[src/rtl/ps2_host_tx_if.sv]
// -----------------------------------------------------------------------------
// ps2_host_tx_if
// Bundle between a command issuer and the PS/2 host transmitter.
//   tx_data/tx_start        : command byte and one-cycle send request
//   tx_busy/tx_done/tx_err  : transfer status (done/err are one-cycle pulses)
//   ps2_clk_i/ps2_data_i    : raw PS/2 line levels seen at the pads
//   ps2_clk_oe/ps2_data_oe  : active-high pull-low enables for the pads
// master = issuer/pad side, slave = transmitter.
// -----------------------------------------------------------------------------
interface ps2_host_tx_if;
   logic [7:0] tx_data;
   logic       tx_start;
   logic       tx_busy;
   logic       tx_done;
   logic       tx_err;
   logic       ps2_clk_i;
   logic       ps2_data_i;
   logic       ps2_clk_oe;
   logic       ps2_data_oe;

   modport master (
      output tx_data, tx_start, ps2_clk_i, ps2_data_i,
      input  tx_busy, tx_done, tx_err, ps2_clk_oe, ps2_data_oe
   );

   modport slave (
      input  tx_data, tx_start, ps2_clk_i, ps2_data_i,
      output tx_busy, tx_done, tx_err, ps2_clk_oe, ps2_data_oe
   );
endinterface

[src/rtl/ps2_host_tx.sv]
// -----------------------------------------------------------------------------
// ps2_host_tx
// Host-to-device PS/2 command transmitter (request-to-send, device-clocked).
// Sends one byte as start, D0..D7, odd parity, stop, then reads the device
// ACK bit and waits for both lines to return high.
//
// Ports:
//   clk  : system clock
//   rst  : asynchronous active-high reset; releases both lines at once
//   bus  : ps2_host_tx_if.slave
//          tx_data/tx_start  in  : byte + request (accepted only when idle)
//          tx_busy           out : high from cycle after accept to done cycle
//          tx_done/tx_err    out : one-cycle completion pulse, err = NACK/timeout
//          ps2_clk_i/data_i  in  : raw line levels (synchronised here)
//          ps2_clk_oe/data_oe out: 1 = pull line low
// -----------------------------------------------------------------------------
module ps2_host_tx #(
   parameter int unsigned INHIBIT_CYCLES = 5000,
   parameter int unsigned RTS_CYCLES     = 50,
   parameter int unsigned TIMEOUT_CYCLES = 750000
) (
   input  logic          clk,
   input  logic          rst,
   ps2_host_tx_if.slave  bus
);

   localparam int unsigned CMAX = (INHIBIT_CYCLES > RTS_CYCLES) ? INHIBIT_CYCLES : RTS_CYCLES;
   localparam int CW = (CMAX > 1) ? $clog2(CMAX) : 1;
   localparam int TW = (TIMEOUT_CYCLES > 1) ? $clog2(TIMEOUT_CYCLES) : 1;

   localparam logic [CW-1:0] INH_LAST = CW'(INHIBIT_CYCLES - 1);
   localparam logic [CW-1:0] RTS_LAST = CW'(RTS_CYCLES - 1);
   localparam logic [TW-1:0] TO_LAST  = TW'(TIMEOUT_CYCLES - 1);

   typedef enum logic [2:0] {
      S_IDLE, S_INHIBIT, S_RTS, S_SHIFT, S_ACK, S_WAIT_IDLE
   } state_t;

   state_t      r_state, w_state_nxt;

   // line synchronisers; reset to the idle-high level so no false fall
   logic        r_clk_m, r_clk_s, r_clk_prev;
   logic        r_data_m, r_data_s;

   logic [9:0]    r_sr;
   logic [3:0]    r_bitcnt;
   logic [CW-1:0] r_cnt;
   logic [TW-1:0] r_tocnt;
   logic          r_ack_bad;

   logic r_clk_oe, r_data_oe, r_busy, r_done, r_err;
   logic w_clk_oe_nxt, w_data_oe_nxt, w_busy_nxt, w_done_nxt, w_err_nxt;

   logic w_fall, w_idle, w_timeout, w_inh_end, w_rts_end;

   // ---------------------------------------------------------------- sync
   always_ff @(posedge clk or posedge rst) begin
      if (rst) begin
         r_clk_m    <= 1'b1;
         r_clk_s    <= 1'b1;
         r_clk_prev <= 1'b1;
         r_data_m   <= 1'b1;
         r_data_s   <= 1'b1;
      end else begin
         r_clk_m    <= bus.ps2_clk_i;
         r_clk_s    <= r_clk_m;
         r_clk_prev <= r_clk_s;
         r_data_m   <= bus.ps2_data_i;
         r_data_s   <= r_data_m;
      end
   end

   assign w_fall    = r_clk_prev & ~r_clk_s;
   assign w_idle    = r_clk_s & r_data_s;
   assign w_timeout = (r_tocnt == TO_LAST);
   assign w_inh_end = (r_state == S_INHIBIT) && (r_cnt == INH_LAST);
   assign w_rts_end = (r_state == S_RTS) && (r_cnt == RTS_LAST);

   // ------------------------------------------------------ state register
   // Outputs are registered alongside the state so the pad enables never
   // glitch; reset clears them asynchronously.
   always_ff @(posedge clk or posedge rst) begin
      if (rst) begin
         r_state   <= S_IDLE;
         r_clk_oe  <= 1'b0;
         r_data_oe <= 1'b0;
         r_busy    <= 1'b0;
         r_done    <= 1'b0;
         r_err     <= 1'b0;
      end else begin
         r_state   <= w_state_nxt;
         r_clk_oe  <= w_clk_oe_nxt;
         r_data_oe <= w_data_oe_nxt;
         r_busy    <= w_busy_nxt;
         r_done    <= w_done_nxt;
         r_err     <= w_err_nxt;
      end
   end

   // ---------------------------------------------------------- next state
   // Timeout is tested first in every timed state so it wins over a
   // coincident fall or idle detect.
   always_comb begin
      w_state_nxt = r_state;
      case (r_state)
         S_IDLE:      if (bus.tx_start) w_state_nxt = S_INHIBIT;
         S_INHIBIT:   if (w_inh_end)    w_state_nxt = S_RTS;
         S_RTS:       if (w_rts_end)    w_state_nxt = S_SHIFT;
         S_SHIFT: begin
            if (w_timeout)                         w_state_nxt = S_IDLE;
            else if (w_fall && r_bitcnt == 4'd9)   w_state_nxt = S_ACK;
         end
         S_ACK: begin
            if (w_timeout)   w_state_nxt = S_IDLE;
            else if (w_fall) w_state_nxt = S_WAIT_IDLE;
         end
         S_WAIT_IDLE: if (w_timeout || w_idle) w_state_nxt = S_IDLE;
         default:     w_state_nxt = S_IDLE;
      endcase
   end

   // -------------------------------------------------------------- outputs
   // Next values of the registered outputs; the line enables hold unless
   // a state event changes them.
   always_comb begin
      w_clk_oe_nxt  = r_clk_oe;
      w_data_oe_nxt = r_data_oe;
      w_done_nxt    = 1'b0;
      w_err_nxt     = 1'b0;
      w_busy_nxt    = (w_state_nxt != S_IDLE);
      case (r_state)
         S_IDLE: begin
            if (bus.tx_start) begin
               w_clk_oe_nxt  = 1'b1;
               w_data_oe_nxt = 1'b0;
            end
         end
         S_INHIBIT: if (w_inh_end) w_data_oe_nxt = 1'b1;   // start bit
         S_RTS:     if (w_rts_end) w_clk_oe_nxt  = 1'b0;   // hand clock to device
         S_SHIFT: begin
            if (w_timeout) begin
               w_clk_oe_nxt  = 1'b0;
               w_data_oe_nxt = 1'b0;
               w_done_nxt    = 1'b1;
               w_err_nxt     = 1'b1;
            end else if (w_fall) begin
               // pull low for a 0 bit; stop bit (1) releases the line
               w_data_oe_nxt = ~r_sr[0];
            end
         end
         S_ACK, S_WAIT_IDLE: begin
            if (w_timeout) begin
               w_clk_oe_nxt  = 1'b0;
               w_data_oe_nxt = 1'b0;
               w_done_nxt    = 1'b1;
               w_err_nxt     = 1'b1;
            end else if (r_state == S_WAIT_IDLE && w_idle) begin
               w_done_nxt = 1'b1;
               w_err_nxt  = r_ack_bad;
            end
         end
         default: begin
            w_clk_oe_nxt  = 1'b0;
            w_data_oe_nxt = 1'b0;
         end
      endcase
   end

   // ------------------------------------------------------------- datapath
   always_ff @(posedge clk or posedge rst) begin
      if (rst) begin
         r_sr      <= '0;
         r_bitcnt  <= '0;
         r_cnt     <= '0;
         r_tocnt   <= '0;
         r_ack_bad <= 1'b0;
      end else begin
         case (r_state)
            S_IDLE: begin
               r_cnt   <= '0;
               r_tocnt <= '0;
               if (bus.tx_start) begin
                  // stop, odd parity, data; shifted out LSB first
                  r_sr      <= {1'b1, ~^bus.tx_data, bus.tx_data};
                  r_bitcnt  <= '0;
                  r_ack_bad <= 1'b0;
               end
            end
            S_INHIBIT: r_cnt <= w_inh_end ? '0 : r_cnt + 1'b1;
            S_RTS: begin
               if (w_rts_end) begin
                  r_cnt    <= '0;
                  r_bitcnt <= '0;
                  r_tocnt  <= '0;
               end else begin
                  r_cnt <= r_cnt + 1'b1;
               end
            end
            S_SHIFT, S_ACK, S_WAIT_IDLE: begin
               r_tocnt <= w_timeout ? '0 : r_tocnt + 1'b1;
               if (!w_timeout && w_fall) begin
                  if (r_state == S_SHIFT) begin
                     r_sr     <= {1'b0, r_sr[9:1]};
                     r_bitcnt <= r_bitcnt + 4'd1;
                  end
                  if (r_state == S_ACK)
                     r_ack_bad <= r_data_s;   // device holds data low to ACK
               end
            end
            default: ;
         endcase
      end
   end

   assign bus.ps2_clk_oe  = r_clk_oe;
   assign bus.ps2_data_oe = r_data_oe;
   assign bus.tx_busy     = r_busy;
   assign bus.tx_done     = r_done;
   assign bus.tx_err      = r_err;

endmodule
[src/flat_wrapper.sv]
// flat-port wrapper written by rule: the top's interface ports become plain ports
module ps2_host_tx_flat 
#(
   parameter int unsigned INHIBIT_CYCLES = 5000,
   parameter int unsigned RTS_CYCLES     = 50,
   parameter int unsigned TIMEOUT_CYCLES = 750000
)
  (clk, rst, bus_tx_data, bus_tx_start, bus_ps2_clk_i, bus_ps2_data_i, bus_tx_busy, bus_tx_done, bus_tx_err, bus_ps2_clk_oe, bus_ps2_data_oe);
  ps2_host_tx_if bus_i ();
  input  logic clk;
  input  logic rst;
  input wire logic [$bits(bus_i.tx_data)-1:0] bus_tx_data;
  input wire logic [$bits(bus_i.tx_start)-1:0] bus_tx_start;
  input wire logic [$bits(bus_i.ps2_clk_i)-1:0] bus_ps2_clk_i;
  input wire logic [$bits(bus_i.ps2_data_i)-1:0] bus_ps2_data_i;
  output wire logic [$bits(bus_i.tx_busy)-1:0] bus_tx_busy;
  output wire logic [$bits(bus_i.tx_done)-1:0] bus_tx_done;
  output wire logic [$bits(bus_i.tx_err)-1:0] bus_tx_err;
  output wire logic [$bits(bus_i.ps2_clk_oe)-1:0] bus_ps2_clk_oe;
  output wire logic [$bits(bus_i.ps2_data_oe)-1:0] bus_ps2_data_oe;
  assign bus_i.tx_data = bus_tx_data;
  assign bus_i.tx_start = bus_tx_start;
  assign bus_i.ps2_clk_i = bus_ps2_clk_i;
  assign bus_i.ps2_data_i = bus_ps2_data_i;
  assign bus_tx_busy = bus_i.tx_busy;
  assign bus_tx_done = bus_i.tx_done;
  assign bus_tx_err = bus_i.tx_err;
  assign bus_ps2_clk_oe = bus_i.ps2_clk_oe;
  assign bus_ps2_data_oe = bus_i.ps2_data_oe;
  ps2_host_tx #(.INHIBIT_CYCLES(INHIBIT_CYCLES), .RTS_CYCLES(RTS_CYCLES), .TIMEOUT_CYCLES(TIMEOUT_CYCLES)) u_core (.clk(clk), .rst(rst), .bus(bus_i));
endmodule
[config.mk]
export PLATFORM = sky130hd
export DESIGN_NAME = ps2_host_tx_flat
export DESIGN_NICKNAME = d
export VERILOG_FILES = /design/src/rtl/ps2_host_tx_if.sv /design/src/rtl/ps2_host_tx.sv /design/src/flat_wrapper.sv
export SDC_FILE = /design/constraint.sdc
export NUM_CORES = 1
export LEC_CHECK = 0
export CORE_MARGIN = 2
export CORE_UTILIZATION = 60
export CTS_CLUSTER_SIZE = 28
export DETAILED_ROUTE_END_ITERATION = 12
export GPL_ROUTABILITY_DRIVEN = 0
export PLACE_DENSITY_LB_ADDON = 0.25
export SKIP_LAST_GASP = 1
export SYNTH_ARGS = -nofsm -noshare
export SYNTH_HDL_FRONTEND = slang
export SYNTH_SLANG_ARGS = --single-unit
[constraint.sdc]
create_clock -name clk -period 2.7 [get_ports clk]
set_input_delay 0.54 -clock clk [delete_from_list [all_inputs] [get_ports clk]]
set_output_delay 0.54 -clock clk [all_outputs]
set_load 0.01 [all_outputs]
Yosys cells after proc, flatten, opt, wreduce, memory -nomap -nowiden
Cells that the tools add are included.

cells by class
  $add $sub $neg = 3
  $mul = 0
  divide/modulo/power cells = 0
  magnitude comparators = 0
  equal/unequal tests = 18
  shift operators = 0
  multiplexer cells = 43
  bitwise gates (word level) = 6
  reduce and logical (&&, ||, !) cells = 21

operators by type and width
  kind                     count
  $pmux W20 S3             1
  $mux W20                 2
  $pmux W13 S3             1
  $mux W10                 3
  $mux W13                 2
  $mux W3                  8
  $add A20 B1 Y20 const B  1
  $eq A20 B20 Y1 const B   1
  $pmux W10 S2             1
  $pmux W3 S6              1
  $mux W4                  4
  $mux W1                  14
  $ne A2 B1 Y1 const B     7
  $add A13 B1 Y13 const B  1
  $eq A13 B13 Y1 const B   1
  $eq A13 B6 Y1 const B    1
  $pmux W4 S3              1
  $reduce_and A4 Y1        3
  $reduce_and A5 Y1        2
  $reduce_bool A3 Y1       3
  $reduce_xnor A8 Y1       1
  $eq A3 B2 Y1 const B     2
  $eq A3 B3 Y1 const B     2
  $pmux W1 S2              3
  other kinds (17)         25

storage, ports and cells
  register bits = 61
  bits in latches = 0
  bits in writable memories = 0
  ROM bits = 0
  bits of input ports = 13
  output and inout bits = 5
  memories kept = 0

Depth between registers and ports, before layout
  depth in word-level cells = 7
  gate-level depth with buffers = 9
  gate-level depth less buffers = 7

Least setup slack after synthesis
OpenSTA, ideal clock, no wires.

  path type = reg-to-reg
  from = register u_core.r_cnt[3]
  to = register u_core.r_data_oe (netlist: u_core.bus.ps2_data_oe)
  arrival = 1.878 ns
  data required time = 2.575 ns
  setup slack = 0.697 ns
  cell stages (with the launch flop) = 7
  path buffers = 1
  clock period less this slack = 2.003 ns
  cell sequence = dfrtp_1 -> buf_6 -> or4_4 -> o31ai_4 -> o21ai_2 -> a22oi_2 -> mux2_4

on the way
  longest elaborated chain between the ends = 4

RTL lines
  what                                RTL line            source
  start, declared                     ps2_host_tx.sv:47   logic [CW-1:0] r_cnt;
  start signal, assigned              ps2_host_tx.sv:189  S_INHIBIT: r_cnt <= w_inh_end ? '0 : r_cnt + 1'b1;
  start signal, assigned              ps2_host_tx.sv:196  r_cnt <= r_cnt + 1'b1;
  $eq A13 B13 Y1                      ps2_host_tx.sv:76   assign w_inh_end = (r_state == S_INHIBIT) && (r_cnt == INH_LAST);
  $logic_and A1 B1 Y1                 ps2_host_tx.sv:76
  $ne A2 B1 Y1 (no source line)       -
  $reduce_and A5 Y1 (no source line)  -
  end signal, assigned                ps2_host_tx.sv:93   r_data_oe <= w_data_oe_nxt;
  end, declared                       ps2_host_tx.sv:51   logic r_clk_oe, r_data_oe, r_busy, r_done, r_err;

Every way passes these cells.
A chain may end at the register's enable or synchronous reset.

Worst setup path after layout
  from = register u_core.r_cnt[1]
  to = register u_core.r_tocnt[17]

on the way
  longest elaborated chain between the ends = 4

RTL lines
  what                                RTL line            source
  $eq A13 B6 Y1                       ps2_host_tx.sv:77   assign w_rts_end = (r_state == S_RTS) && (r_cnt == RTS_LAST);
  $logic_and A1 B1 Y1                 ps2_host_tx.sv:77
  $ne A2 B1 Y1 (no source line)       -
  $reduce_and A2 Y1 (no source line)  -
  end signal, assigned                ps2_host_tx.sv:200  r_tocnt <= w_timeout ? '0 : r_tocnt + 1'b1;
  end, declared                       ps2_host_tx.sv:48   logic [TW-1:0] r_tocnt;

Every way passes these cells.

==> results.rst <==
.. list-table::
   :header-rows: 1

   * - Metric
     - Value
   * - Drt total wl
     - 7570 µm
   * - Kind of end point of the critical path
     - flop
   * - Post-route clock period utilization
     - 89.9%
   * - Start-to-end type of the worst setup path
     - reg2reg
   * - Cts hold-fix bufs
     - 0
   * - Status
     - finished, final reports clean
   * - Most frequent cell after synthesis
     - sky130_fd_sc_hd__dfrtp_1
   * - Sequential share of the synthesized area
     - 43.9%
   * - Post_cts resized
     - 0
   * - Clock-pin slew on the worst setup and hold paths
     - 70 ps
   * - Die outline area
     - 6440 µm²
   * - Peak clock frequency supported by timing
     - 412 MHz
   * - Worst slew margin relative to its limit
     - 56.8%
   * - Clock Root Buffer
     - sky130_fd_sc_hd__clkbuf_8
   * - Max-capacitance violation count
     - 0
   * - Post-synth ARST share
     - 100%
   * - Antenna Diode Count
     - 0
   * - Mean Syn Cell Area
     - 9.45 µm²
   * - Clock tree from TritonCTS
     - yes
   * - Maximum ir drop on the vdd rail
     - 0.372 mV
   * - Half-perimeter wire length after placement
     - 5340 µm
   * - DIE WIDTH
     - 80.3 µm
   * - Maximum net fanout on the critical path
     - 12
   * - Aggregate global-route resource usage
     - 26.1%
   * - Post-layout min period
     - 2430 ps
   * - Area of the core region
     - 5570 µm²
   * - Cell type with the highest aggregate area in the netlist
     - sky130_fd_sc_hd__dfrtp_1
   * - Port Buf Inserts
     - 17
   * - Final setup fails
     - 0
   * - Number of vias per cell after detailed routing
     - 6.07
   * - Area added between synthesis and finish
     - 13.2%
   * - Total number of H-tree levels
     - 3
   * - Pin count of the biggest net entering global routing
     - 40
   * - Proportion of layout cells with a drive suffix above 1
     - 14.1%
   * - Antenna violations before repair
     - 0
   * - Worst hold path depth
     - 0
   * - Number of placed instances with taps included
     - 453
   * - Post-detailed-route count of antenna-violating nets
     - 0
   * - Num rows
     - 27
   * - Flop and latch count out of synthesis
     - 61
   * - Required time of the worst setup path
     - 2970 ps
   * - Area share of the largest cell type after synthesis
     - 40.2%
   * - Effective utilization at floorplan
     - 62.6%
   * - Distinct cells, synth
     - 72
   * - Vias in the first global route
     - 2,789
   * - Final routed DRC violation total
     - 0
   * - Clock latency reported for the late side of the worst-skew pair
     - 350 ps
   * - Number of cells on the worst reg-to-reg path
     - 7
   * - Final setup skew
     - 4.39 ps
   * - Final count of pins violating max slew
     - 0
   * - Total power per unit cell area
     - 485 nW/µm²
   * - Total clock buffers created by CTS
     - 9
   * - Post-synth design cell area
     - 3490 µm²
   * - Gr ovfl total
     - 0
   * - Final instance count without filler cells
     - 469
   * - Worst hold path class
     - reg2reg
   * - Final setup TNS
     - 0 ps
   * - Kind of start point of the critical path
     - flop
   * - Dominant synthesized flop cell
     - sky130_fd_sc_hd__dfrtp_1
   * - First-pass GRT wire length
     - 13,100 µm
   * - Final design utilization
     - 70.9%
   * - Die Height
     - 80.3 µm
   * - Clock tree sinks
     - 61
   * - Post-layout net count
     - 410
   * - Clock Path Buffers
     - 2
   * - Arr. time, crit path
     - 2700 ps
   * - Gate count of the mapped netlist
     - 369
   * - Synthesized net count
     - 387
   * - Count of pins on the block boundary
     - 18
   * - Final hold violations
     - 0
   * - Detailed router's first-iteration violation count
     - 183
   * - Setup Buffers After CTS
     - 0
   * - Top cells by count, synth
     - sky130_fd_sc_hd__dfrtp_1 (56), sky130_fd_sc_hd__nor2_1 (43), sky130_fd_sc_hd__nand2_1 (35)
   * - Setup repair after global routing missed its margin
     - false
   * - Vias after detailed routing
     - 2,846
   * - Count of flip-flops with a built-in enable after synthesis
     - 0
   * - Worst slew pin tran
     - 631 ps
   * - Leading post-synthesis cells by cell area
     - sky130_fd_sc_hd__dfrtp_1 (40%), sky130_fd_sc_hd__nor2_1 (4.6%), sky130_fd_sc_hd__dfstp_2 (3.8%)
   * - Syn. warnings
     - 0
   * - Post-DR wirelength/cell
     - 16.1 µm
   * - Leak pwr
     - 1.69 nW
   * - Length of the first detailed-routing pass in iterations
     - 4
==> per-layer routing <==
metal	GRT usage [%]	wire length [µm]	up-vias
met5	0	0	-
met4	11.5	135	0
met3	4.27	373	15
met2	42.1	3650	76
met1	34.7	3410	1371
li1	-	-	1384
==> metrics by stage <==
step	setup WS (ps)	power (mW)	hold slack [ps]	cell area, µm²
global placement	424	1.01	346	3720
floorplan	655	0.981	345	3490
finish	273	1.92	357	3950
global route	143	1.98	363	3950
detailed placement	297	1.01	349	3720
CTS	298	1.93	359	3950
==> where the power goes <==
group / switching (mW) / internal [mW] / total [mW]
registers: 0.00234 / 0.922 / 0.924
clock network: 0.353 / 0.567 / 0.920
logic: 0.0365 / 0.0351 / 0.0716
total: 0.392 / 1.52 / 1.92
==> critical path, cell delays in order, from the launching register on <==
cell,delay (ps)
sky130_fd_sc_hd__dfrtp_1,420
sky130_fd_sc_hd__inv_1,90
sky130_fd_sc_hd__ha_1,140
sky130_fd_sc_hd__nor4b_2,340
sky130_fd_sc_hd__a311o_2,390
sky130_fd_sc_hd__nand2_1,280
sky130_fd_sc_hd__or4_1,540
sky130_fd_sc_hd__a21oi_1,150
==> final cells by class <==
cell class / instances / area (µm²)
Inverter: 16 / 60.1
Clock inverter: 4 / 70.1
Multi-Input combinational cell: 280 / 1810
Tap cell: 72 / 90.1
Timing Repair Buffer: 24 / 235
Sequential cell: 61 / 1530
Clock buffer: 12 / 155
Fill cell: 427 / 1620
==> flip-flops by register name (all words and copies together), names as in the netlist, 3 cells and up <==
register	count
u_core.r_state	3
u_core.r_sr	10
u_core.r_cnt	13
u_core.r_bitcnt	4
u_core.r_tocnt	20
==> cells by family (layout without fill, tap and decap cells) <==
family	count (synthesis)	after routing	synth area share, %
AND/OR/NAND/NOR	170	170	26.5
flip-flops	61	61	43.9
AO/OA/AOI/OAI	72	72	14.6
buffers and inverters	28	56	4.27
XOR/XNOR	25	25	6.28
multiplexers	8	8	2.62
adder cells (fa/ha/maj)	5	5	1.79
==> final timing paths <==
check	startpoint	end	slack, ps
worst max register to register	u_core.r_cnt[1]	u_core.r_tocnt[17]	270
worst min register to register	u_core.r_data_m	u_core.r_data_s	360
worst max-delay path	u_core.r_cnt[1]	u_core.r_tocnt[17]	270
worst min-delay path	u_core.r_data_m	u_core.r_data_s	360
max in group asynchronous	rst	u_core.r_clk_prev	1520
min in group asynchronous	rst	u_core.r_tocnt[1]	540
==> placed cells by master (no fill, tap or decap), drive strengths merged, types with 10 or more instances in the layout <==
master / netlist / layout
o21ai: 10 / 10
nor3: 13 / 13
nand2: 36 / 36
a21oi: 19 / 19
nand4: 14 / 14
a31oi: 12 / 12
nand3: 20 / 20
xnor2: 15 / 15
dfrtp: 56 / 56
xor2: 10 / 10
inv: 15 / 15
nor2: 45 / 45
clkdlybuf4s50: 0 / 17
clkbuf: 4 / 12
Note: power is estimated with default switching activity, not from simulation.
